==> src/rtl/rifl_pkg.sv <==
// RIFL lane encode shared definitions: meta codes, byte-count width, popcount.
// Latency: n/a (constants and a combinational helper only).
// Backpressure: n/a.
package rifl_pkg;

  // meta[1] = EOP, meta[0] = ABV (all bytes valid)
  localparam logic [1:0] RIFL_META_IDLE     = 2'b00;
  localparam logic [1:0] RIFL_META_FULL     = 2'b01;
  localparam logic [1:0] RIFL_META_EOP_PART = 2'b10;
  localparam logic [1:0] RIFL_META_EOP_FULL = 2'b11;

  // Byte count folded into the low byte of a partial beat.
  localparam int RIFL_CNT_BYTE_W = 8;

  // Widest supported lane (2048 bits) has 256 byte enables.
  localparam int RIFL_KEEP_MAX_W = 256;

  // Popcount of the byte enables as a balanced pairwise adder tree (log2 depth),
  // so the count closes in one cycle even on the widest lane. Only a completely
  // full 256-byte keep would overflow 8 bits, and full beats never use the count.
  // Unused upper keep bits are zero-padded by the caller and trimmed by synthesis.
  function automatic logic [RIFL_CNT_BYTE_W-1:0] rifl_byte_cnt(
    input logic [RIFL_KEEP_MAX_W-1:0] keep
  );
    logic [RIFL_CNT_BYTE_W-1:0] node [RIFL_KEEP_MAX_W];
    for (int i = 0; i < RIFL_KEEP_MAX_W; i++) begin
      node[i] = RIFL_CNT_BYTE_W'(keep[i]);
    end
    for (int span = 1; span < RIFL_KEEP_MAX_W; span = span * 2) begin
      for (int i = 0; i < RIFL_KEEP_MAX_W; i = i + 2 * span) begin
        node[i] = node[i] + node[i + span];
      end
    end
    return node[0];
  endfunction

endpackage

==> src/rtl/rifl_skid_buf.sv <==
// Generic two-entry registered skid buffer (OUT register plus SKID register).
// Latency: 1 cycle from accepted input to out_dat.
// Backpressure: in_rdy is registered; one extra beat lands in SKID when out stalls.
//
// Ports: clk, rst_n (sync, active-low); in_dat/in_vld/in_rdy upstream side;
//        out_dat/out_vld/out_rdy downstream side (out_rdy = consumed this cycle).
module rifl_skid_buf #(
  parameter int W = 8
) (
  input  logic         clk,
  input  logic         rst_n,
  input  logic [W-1:0] in_dat,
  input  logic         in_vld,
  output logic         in_rdy,
  output logic [W-1:0] out_dat,
  output logic         out_vld,
  input  logic         out_rdy
);

  logic [W-1:0] skid_dat;
  logic         skid_vld;
  logic         in_acc;
  logic         out_load;
  logic         skid_vld_nxt;

  always_comb begin
    in_acc   = in_vld & in_rdy;
    out_load = out_rdy | ~out_vld;
    skid_vld_nxt = skid_vld;
    if (out_load) begin
      // OUT takes SKID if it was full, so SKID always empties on a load.
      skid_vld_nxt = 1'b0;
    end else if (in_acc) begin
      skid_vld_nxt = 1'b1;
    end
  end

  // OUT data is left stale when it goes invalid; the consumer masks with out_vld.
  always_ff @(posedge clk) begin
    if (!rst_n) begin
      out_dat  <= '0;
      out_vld  <= 1'b0;
      skid_dat <= '0;
      skid_vld <= 1'b0;
      in_rdy   <= 1'b0;
    end else begin
      if (out_load) begin
        if (skid_vld) begin
          out_dat <= skid_dat;
          out_vld <= 1'b1;
        end else if (in_acc) begin
          out_dat <= in_dat;
          out_vld <= 1'b1;
        end else begin
          out_vld <= 1'b0;
        end
      end else if (in_acc) begin
        skid_dat <= in_dat;
      end
      skid_vld <= skid_vld_nxt;
      // in_rdy is low whenever SKID is full, so SKID never overflows.
      in_rdy   <= ~skid_vld_nxt;
    end
  end

endmodule

==> src/rtl/rifl_tx_encode_pipe.sv <==
// RIFL TX lane encoder: AXIS beat -> {meta[1:0], data} with byte count on partial beats.
// Latency: 1 cycle from accept to rifl_tx_payload.
// Backpressure: registered tx_lane_tready via 2-entry skid; payload held while rifl_tx_ready=0.
//
// Ports: clk, rst_n (sync, active-low); tx_lane_tdata/tkeep/tlast/tvalid/tready lane input;
//        rifl_tx_payload / rifl_tx_ready framer side; stat_pkt_cnt, stat_keep_err statistics.
// Optional: define RIFL_ENCODE_KEEP_CHECK_EN to build the tkeep legality checker;
//        otherwise stat_keep_err is tied to 0.
module rifl_tx_encode_pipe
  import rifl_pkg::*;
#(
  parameter int PAYLOAD_WIDTH = 240,
  parameter int STAT_W        = 32
) (
  input  logic                       clk,
  input  logic                       rst_n,
  input  logic [PAYLOAD_WIDTH-1:0]   tx_lane_tdata,
  input  logic [PAYLOAD_WIDTH/8-1:0] tx_lane_tkeep,
  input  logic                       tx_lane_tlast,
  input  logic                       tx_lane_tvalid,
  output logic                       tx_lane_tready,
  output logic [PAYLOAD_WIDTH+1:0]   rifl_tx_payload,
  input  logic                       rifl_tx_ready,
  output logic [STAT_W-1:0]          stat_pkt_cnt,
  output logic                       stat_keep_err
);

  localparam int KEEP_W = PAYLOAD_WIDTH / 8;
  localparam int PAY_W  = PAYLOAD_WIDTH + 2;

  logic [RIFL_CNT_BYTE_W-1:0] byte_cnt;
  logic [PAY_W-1:0]           enc_dat;
  logic [PAY_W-1:0]           out_dat;
  logic                       out_vld;
  logic                       beat_acc;

  always_comb begin
    byte_cnt = rifl_byte_cnt(RIFL_KEEP_MAX_W'(tx_lane_tkeep));
    if (tx_lane_tkeep[0]) begin
      enc_dat = {(tx_lane_tlast ? RIFL_META_EOP_FULL : RIFL_META_FULL), tx_lane_tdata};
    end else begin
      // A partial non-last beat encodes as idle meta and is lost downstream.
      enc_dat = {(tx_lane_tlast ? RIFL_META_EOP_PART : RIFL_META_IDLE),
                 tx_lane_tdata[PAYLOAD_WIDTH-1:8], byte_cnt};
    end
    beat_acc = tx_lane_tvalid & tx_lane_tready;
  end

  rifl_skid_buf #(
    .W (PAY_W)
  ) u_skid (
    .clk     (clk),
    .rst_n   (rst_n),
    .in_dat  (enc_dat),
    .in_vld  (tx_lane_tvalid),
    .in_rdy  (tx_lane_tready),
    .out_dat (out_dat),
    .out_vld (out_vld),
    .out_rdy (rifl_tx_ready)
  );

  // Idle output is all zero; the buffer leaves stale data in an invalid OUT.
  assign rifl_tx_payload = out_dat & {PAY_W{out_vld}};

  always_ff @(posedge clk) begin
    if (!rst_n) begin
      stat_pkt_cnt <= '0;
    end else if (beat_acc & tx_lane_tlast) begin
      stat_pkt_cnt <= stat_pkt_cnt + STAT_W'(1);
    end
  end

`ifdef RIFL_ENCODE_KEEP_CHECK_EN
  logic [KEEP_W-1:0] keep_inv;
  logic              keep_viol;
  logic              keep_err_q;

  // Legal keep is 1..10..0: its inverse is 0..01..1, i.e. inv & (inv+1) == 0.
  // An all-zero keep passes that test, so it is flagged separately.
  always_comb begin
    keep_inv  = ~tx_lane_tkeep;
    keep_viol = ((keep_inv & (keep_inv + KEEP_W'(1))) != '0) |
                (tx_lane_tkeep == '0) |
                (~tx_lane_tkeep[0] & ~tx_lane_tlast);
  end

  always_ff @(posedge clk) begin
    if (!rst_n) begin
      keep_err_q <= 1'b0;
    end else if (beat_acc & keep_viol) begin
      keep_err_q <= 1'b1;
    end
  end

  assign stat_keep_err = keep_err_q;
`else
  assign stat_keep_err = 1'b0;
`endif

endmodule
==> config.mk <==
export PLATFORM = sky130hd
export DESIGN_NAME = rifl_tx_encode_pipe
export DESIGN_NICKNAME = d
export VERILOG_FILES = /design/src/rtl/rifl_pkg.sv /design/src/rtl/rifl_skid_buf.sv /design/src/rtl/rifl_tx_encode_pipe.sv
export SDC_FILE = /design/constraint.sdc
export NUM_CORES = 1
export LEC_CHECK = 0
export CAP_MARGIN = 20
export CORE_ASPECT_RATIO = 0.8
export CORE_MARGIN = 2
export CORE_UTILIZATION = 50
export DETAILED_ROUTE_END_ITERATION = 10
export PLACE_DENSITY_LB_ADDON = 0.12
export SYNTH_ARGS = -nofsm -noshare
export SYNTH_HDL_FRONTEND = slang
export SYNTH_SLANG_ARGS = --single-unit
export TNS_END_PERCENT = 100
==> constraint.sdc <==
create_clock -name clk -period 10.4 [get_ports clk]
set_input_delay 2.6 -clock clk [delete_from_list [all_inputs] [get_ports clk]]
set_output_delay 2.6 -clock clk [all_outputs]
set_load 0.01 [all_outputs]
# After elaboration in Yosys (flattened, before gate mapping)
# Index checks and enable logic that the tools add are counted.
[word_totals]
ff_bits = 519
latchBits = 0
ramBits = 0
romBits = 0
input_bits = 275
n_memories = 0
[op_classes]
addsub = 30
n_mul = 0
n_div = 0
order_cmp = 0
n_eq_ne = 0
n_shift = 0
n_mux = 9
bitwise = 7
n_reduce_logical = 3
[op_table]
columns = ["cell", "count"]
rows = [
  ["2-to-1 mux 242 bit", 3],
  ["bitwise AND 242 bit", 1],
  ["adder 32 x 1 -> 32 bit (second input constant)", 1],
  ["adder 1 x 1 -> 2 bit", 15],
  ["adder 2 x 2 -> 3 bit", 7],
  ["adder 3 x 3 -> 4 bit", 3],
  ["adder 4 x 4 -> 5 bit", 2],
  ["adder 5 x 5 -> 6 bit", 1],
  ["adder 3 x 2 -> 4 bit", 1],
  ["2-to-1 mux 1 bit", 4],
  ["2-to-1 mux 2 bit", 2],
  ["AND reduction 2 bit", 2],
  ["NOT 1 bit", 3],
  ["bitwise AND 1 bit", 2],
  ["nonzero test 2 bit", 1],
  ["OR 1 bit", 1],
]

# Longest topological paths before layout
[logic_depth]
depth_word = 8
depth_mapped = 17
ltp_nobuf = 17

# Hierarchy
# From an unflattened synthesis, not the netlist that was laid out.
[unflattened]
cells_unflattened = 2718
hier_area_um2 = 24716.2
[modules_own_cells]
columns = ["module", "n_inst", "cells_per_inst", "area_each_um2", "seq_area_each_um2"]
rows = [
  ["rifl_skid_buf", 1, 2164, 20639.8, 9749.4],
  ["rifl_tx_encode_pipe", 1, 554, 4076.4, 640.6],
]

# Worst setup path before layout
# Ideal clock, no wire load.
[synth_timing]
kind = "input to register"
startpoint = "in tx_lane_tkeep[17]"
endpoint = "reg u_skid.out_dat[4]"
setup_ps = 136
arrival_time_ps = 7099
required_ps = 10264
slack_ps = 3165
path_stages = 16
n_path_buf = 0
cell_sequence = "fa_1 > inv_1 > fa_1 > inv_1 > fa_1 > inv_1 > fa_1 > fa_1 > fa_1 > inv_1 > ha_1 > fa_1 > and3_1 > or3_1 > a311oi_1 > o32ai_1"
[synth_between]
elab_chain_len = 8
[synth_lines]
columns = ["element", "line_no", "rtl"]
rows = [
  ["start: declaration", "rifl_tx_encode_pipe.sv:18", "input logic [PAYLOAD_WIDTH/8-1:0] tx_lane_tkeep,"],
  ["adder 1 x 1 -> 2 bit", "rifl_pkg.sv:31", "node[i] = node[i] + node[i + span];"],
  ["adder 2 x 2 -> 3 bit", "rifl_pkg.sv:31", ""],
  ["adder 3 x 3 -> 4 bit", "rifl_pkg.sv:31", ""],
  ["adder 4 x 4 -> 5 bit", "rifl_pkg.sv:31", ""],
  ["adder 5 x 5 -> 6 bit", "rifl_pkg.sv:31", ""],
  ["2-to-1 mux 242 bit", "rifl_tx_encode_pipe.sv:39", "if (tx_lane_tkeep[0]) begin"],
  ["2-to-1 mux 242 bit", "rifl_skid_buf.sv:51", "end else if (in_acc) begin"],
  ["2-to-1 mux 242 bit", "rifl_skid_buf.sv:48", "if (skid_vld) begin"],
  ["end signal: assignment", "rifl_skid_buf.sv:49", "out_dat <= skid_dat;"],
  ["end signal: assignment", "rifl_skid_buf.sv:52", "out_dat <= in_dat;"],
  ["end: declaration", "rifl_skid_buf.sv:15", "output logic [W-1:0] out_dat,"],
]
# Every way passes these cells. The select of a mux whose other input is x is not followed.
# A chain may end at the register's enable or synchronous reset.

# Final worst setup path
[layout_timing]
startpoint = "in tx_lane_tkeep[0]"
endpoint = "reg u_skid.out_dat[4]"
[layout_between]
elab_chain_len = 8
[layout_lines]
columns = ["element", "line_no"]
rows = [
  ["adder 1 x 1 -> 2 bit", "rifl_pkg.sv:31"],
  ["adder 2 x 2 -> 3 bit", "rifl_pkg.sv:31"],
  ["adder 3 x 3 -> 4 bit", "rifl_pkg.sv:31"],
  ["adder 4 x 4 -> 5 bit", "rifl_pkg.sv:31"],
  ["adder 5 x 5 -> 6 bit", "rifl_pkg.sv:31"],
  ["2-to-1 mux 242 bit (*)", "rifl_tx_encode_pipe.sv:39"],
  ["2-to-1 mux 242 bit (*)", "rifl_skid_buf.sv:51"],
  ["2-to-1 mux 242 bit (*)", "rifl_skid_buf.sv:48"],
]
# Mark *: on every way between the ends. The rest lies on a longest branch, timed or not. The select of a mux whose other input is x is not followed.

==> metrics <==
run status=finished, final reports clean; largest net degree at the start of global routing=253; core area=44600 sq um; final setup violating endpoints=0; CTS max path bufs=3; #FFs+latches synth=519; Worst EP required=10.82 ns; die height=195 um; FMAX=126 MHz; FFs w/ async S/R, synth=0%; simple-gate area share of the yosys netlist=21.1%; post-synthesis mux area share=10.6%; register area share after synthesis=45.7%; vias in the first global route=19400; initial antenna violation count=25; final WL=67.1 mm; P_leak=10.2 nW; Max Cap Viol=0; Worst IR Drop VDD=0.157 mV; first-pass GRT wire length=105 mm; max_slew headroom=13.9%; full die area=47200 sq um; CTS Root Cell=clkbuf_16; iteration count of the initial detailed-routing pass=5; synth warn=0; Worst-Margin Slew=1.29 ns; Final Cycle Share=76.0%; Starting Density=51.0%; Worst Setup End Kind=flop; clk_skew=0.0271 ns; hold bufs inserted after CTS=0; Final min period=7.91 ns; gp weighted congestion=0.887; total global-route track usage=27.4%; dpl hpwl=43.6 mm; Worst path max stage delay=0.78 ns; DRT iter0 DRCs=1114; Reg clk slew, reported paths=0.06 ns; setup TNS=0 ns; complex-gate fraction of the synthesized area=14.8%; Slowest cell on crit path=clkdlybuf4s50_1; Placement Cell Area=28300 sq um; pwr/cell area=160 nW/um^2; largest family of logic cells by synthesized area=simple AND/OR/NAND/NOR gates; highest-count cells in the layout ignoring fill and taps=clkdlybuf4s50_1 (549), dfxtp_1 (517), nand2_1 (492), a21oi_1 (263), nor2_1 (257); Hold Fails Final Rpt=0; TritonCTS Buffers=52; DR vias/cell=5.39; Pins Over Slew Limit=0; Clk Latency, worst-skew pair=0.60 ns; CP Launch Type=input port; Nets=3385; Mapped Cells=2688; XOR/XNOR share of the synthesized area=0.462%; # fillers=3616; commonest non-fill, non-tap cell in the layout=clkdlybuf4s50_1; adder-cell share of the synthesized area=2.43%; H-Tree Depth=2; number of remaining DRC errors=0; met3 WL post-DR=4.93 mm; Worst Setup Slack, final=2.49 ns; Crit Path Category=in2reg; Post-Synthesis Net Count=2994; RSZ-0062 raised after global routing=no; Avg Inst Size Synth=8.47 sq um; post-CTS setup buffer count=0; Reg2Reg Setup Slack=6.63 ns; highest metal used=met5; Hold WC Path Type=reg2reg; final instance area=30100 sq um; I/O Buffers=549; wl on met1=27.2 mm; number of synthesized flops with an enable pin=0; cell mode on critical path=fa_1; clock sink count=519; kind of cell adding the most delay to the critical path=adder cells; post-cts resize count=0; critical path cell sequence=clkdlybuf4s50_1 -> inv_1 -> fa_1 -> fa_1 -> fa_1 -> fa_1 -> fa_1 -> fa_1 -> inv_1 -> ha_1 -> fa_1 -> and3_1 -> or3_1 -> a311oi_1 -> o32ai_1; via count=20200; Place WS=1.86 ns; Die X=243 um; Area Growth Syn to Fin=32.3%; CTS tree=built; Register Area=10400 sq um; met2 wire len=32.2 mm; synth unique cells=50; area occupied by multi-input gates=11300 sq um; layout cells sized above 1=3.40%; Rows=69; WL/cell=17.9 um; gr ovfl total=0; Synth Flop Type=dfxtp_1; I/O pins=551; Final ANT Viol Nets=0; crit path DAT=8.33 ns; Netlist Area Pre-Place=22800 sq um; worst-path fanout max=14; total power=0.00480 W; WP buf/inv=3
==> sequential cells by signal, summed over array words and instances, names as in the netlist <==
| name | flops |
|---|---|
| stat_pkt_cnt | 32 |
| u_skid.skid_vld | 1 |
| u_skid.in_rdy | 1 |
| u_skid.out_vld | 1 |
| u_skid.skid_dat | 242 |
| u_skid.out_dat | 242 |
==> per-stage QoR <==
step / hold WS (ns) / cells / utilization, %
final: 0.453 / 3739 / 67.4
after global routing: 0.472 / 3733 / 67.4
after floorplan: 0.436 / 2688 / -
after global placement: 0.441 / 3626 / 63.3
after detailed placement: 0.446 / 3627 / 63.4
after CTS: 0.454 / 3721 / 67.3
==> report_power, final <==
part           leakage (nW)  switching [W]  internal [W]
clock network         0.854       0.000790       0.00113
registers              4.23      0.0000457       0.00207
logic                  5.09       0.000398      0.000368
total                  10.2        0.00123       0.00357
==> worst min-delay path, cell delays in order, from the launching register on <==
cell and delay, ns:
dfxtp_1 0.31, nand2_1 0.05, a21oi_1 0.05
==> routing by layer <==
layer  vias up  GRT usage (%)
met2       569           45.6
met4        14           12.0
met5         -              0
met1      9562           33.4
li1       9880              -
met3       142           7.03
==> final cells by class <==
cell class              instances  area share, %
multi-input cells            1887           37.4
flip-flops and latches        519           34.5
repair buffers                566           18.9
clock buffers                  78           5.05
well taps                     603           2.51
clock inverters                16          0.715
inverters                      53          0.686
diodes                         17          0.141
==> cell usage after synthesis, types with 2 or more instances <==
master / number / share of area (%)
nor2_1: 258 / 4.3
nor3_1: 5 / 0.11
ha_1: 9 / 0.49
and2_1: 243 / 6.7
a211oi_1: 237 / 7.8
fa_1: 22 / 1.9
clkbuf_1: 182 / 3.0
xor2_1: 3 / 0.12
nand2_1: 492 / 8.1
xnor2_1: 9 / 0.35
nor4_1: 3 / 0.082
inv_1: 52 / 0.86
a31oi_1: 2 / 0.055
o31ai_1: 11 / 0.36
nand4_1: 10 / 0.27
or4_1: 12 / 0.40
a21oi_1: 263 / 5.8
nand3_1: 12 / 0.26
nand2b_1: 4 / 0.11
o21a_1: 2 / 0.066
or3_1: 10 / 0.27
and4_1: 3 / 0.12
buf_2: 41 / 0.90
mux2i_1: 240 / 11
o21ai_0: 15 / 0.33
dfxtp_1: 519 / 46
buf_1: 3 / 0.049
and3_1: 4 / 0.11
==> logic make-up (layout without fill, tap and decap cells) <==
logic type,count (synthesis),count (layout)
adders and majority gates,31,31
and+or+nand+nor,1062,1062
DFF,519,519
buffers and inverters,282,713
muxes,241,241
AOI/OAI and AO/OA,540,540
xor gates and xnor gates,12,12
other,1,18
==> path summary, 6_finish.rpt <==
path                     endpoint  cells after the start                 start
max             u_skid.out_dat[4]                     15      tx_lane_tkeep[0]
min          u_skid.skid_dat[225]                      2  u_skid.skid_dat[225]
min reg2reg  u_skid.skid_dat[225]                      2  u_skid.skid_dat[225]
max reg2reg   u_skid.skid_dat[96]                      6        u_skid.out_vld
No activity file was read; power rests on OpenSTA's default activity.
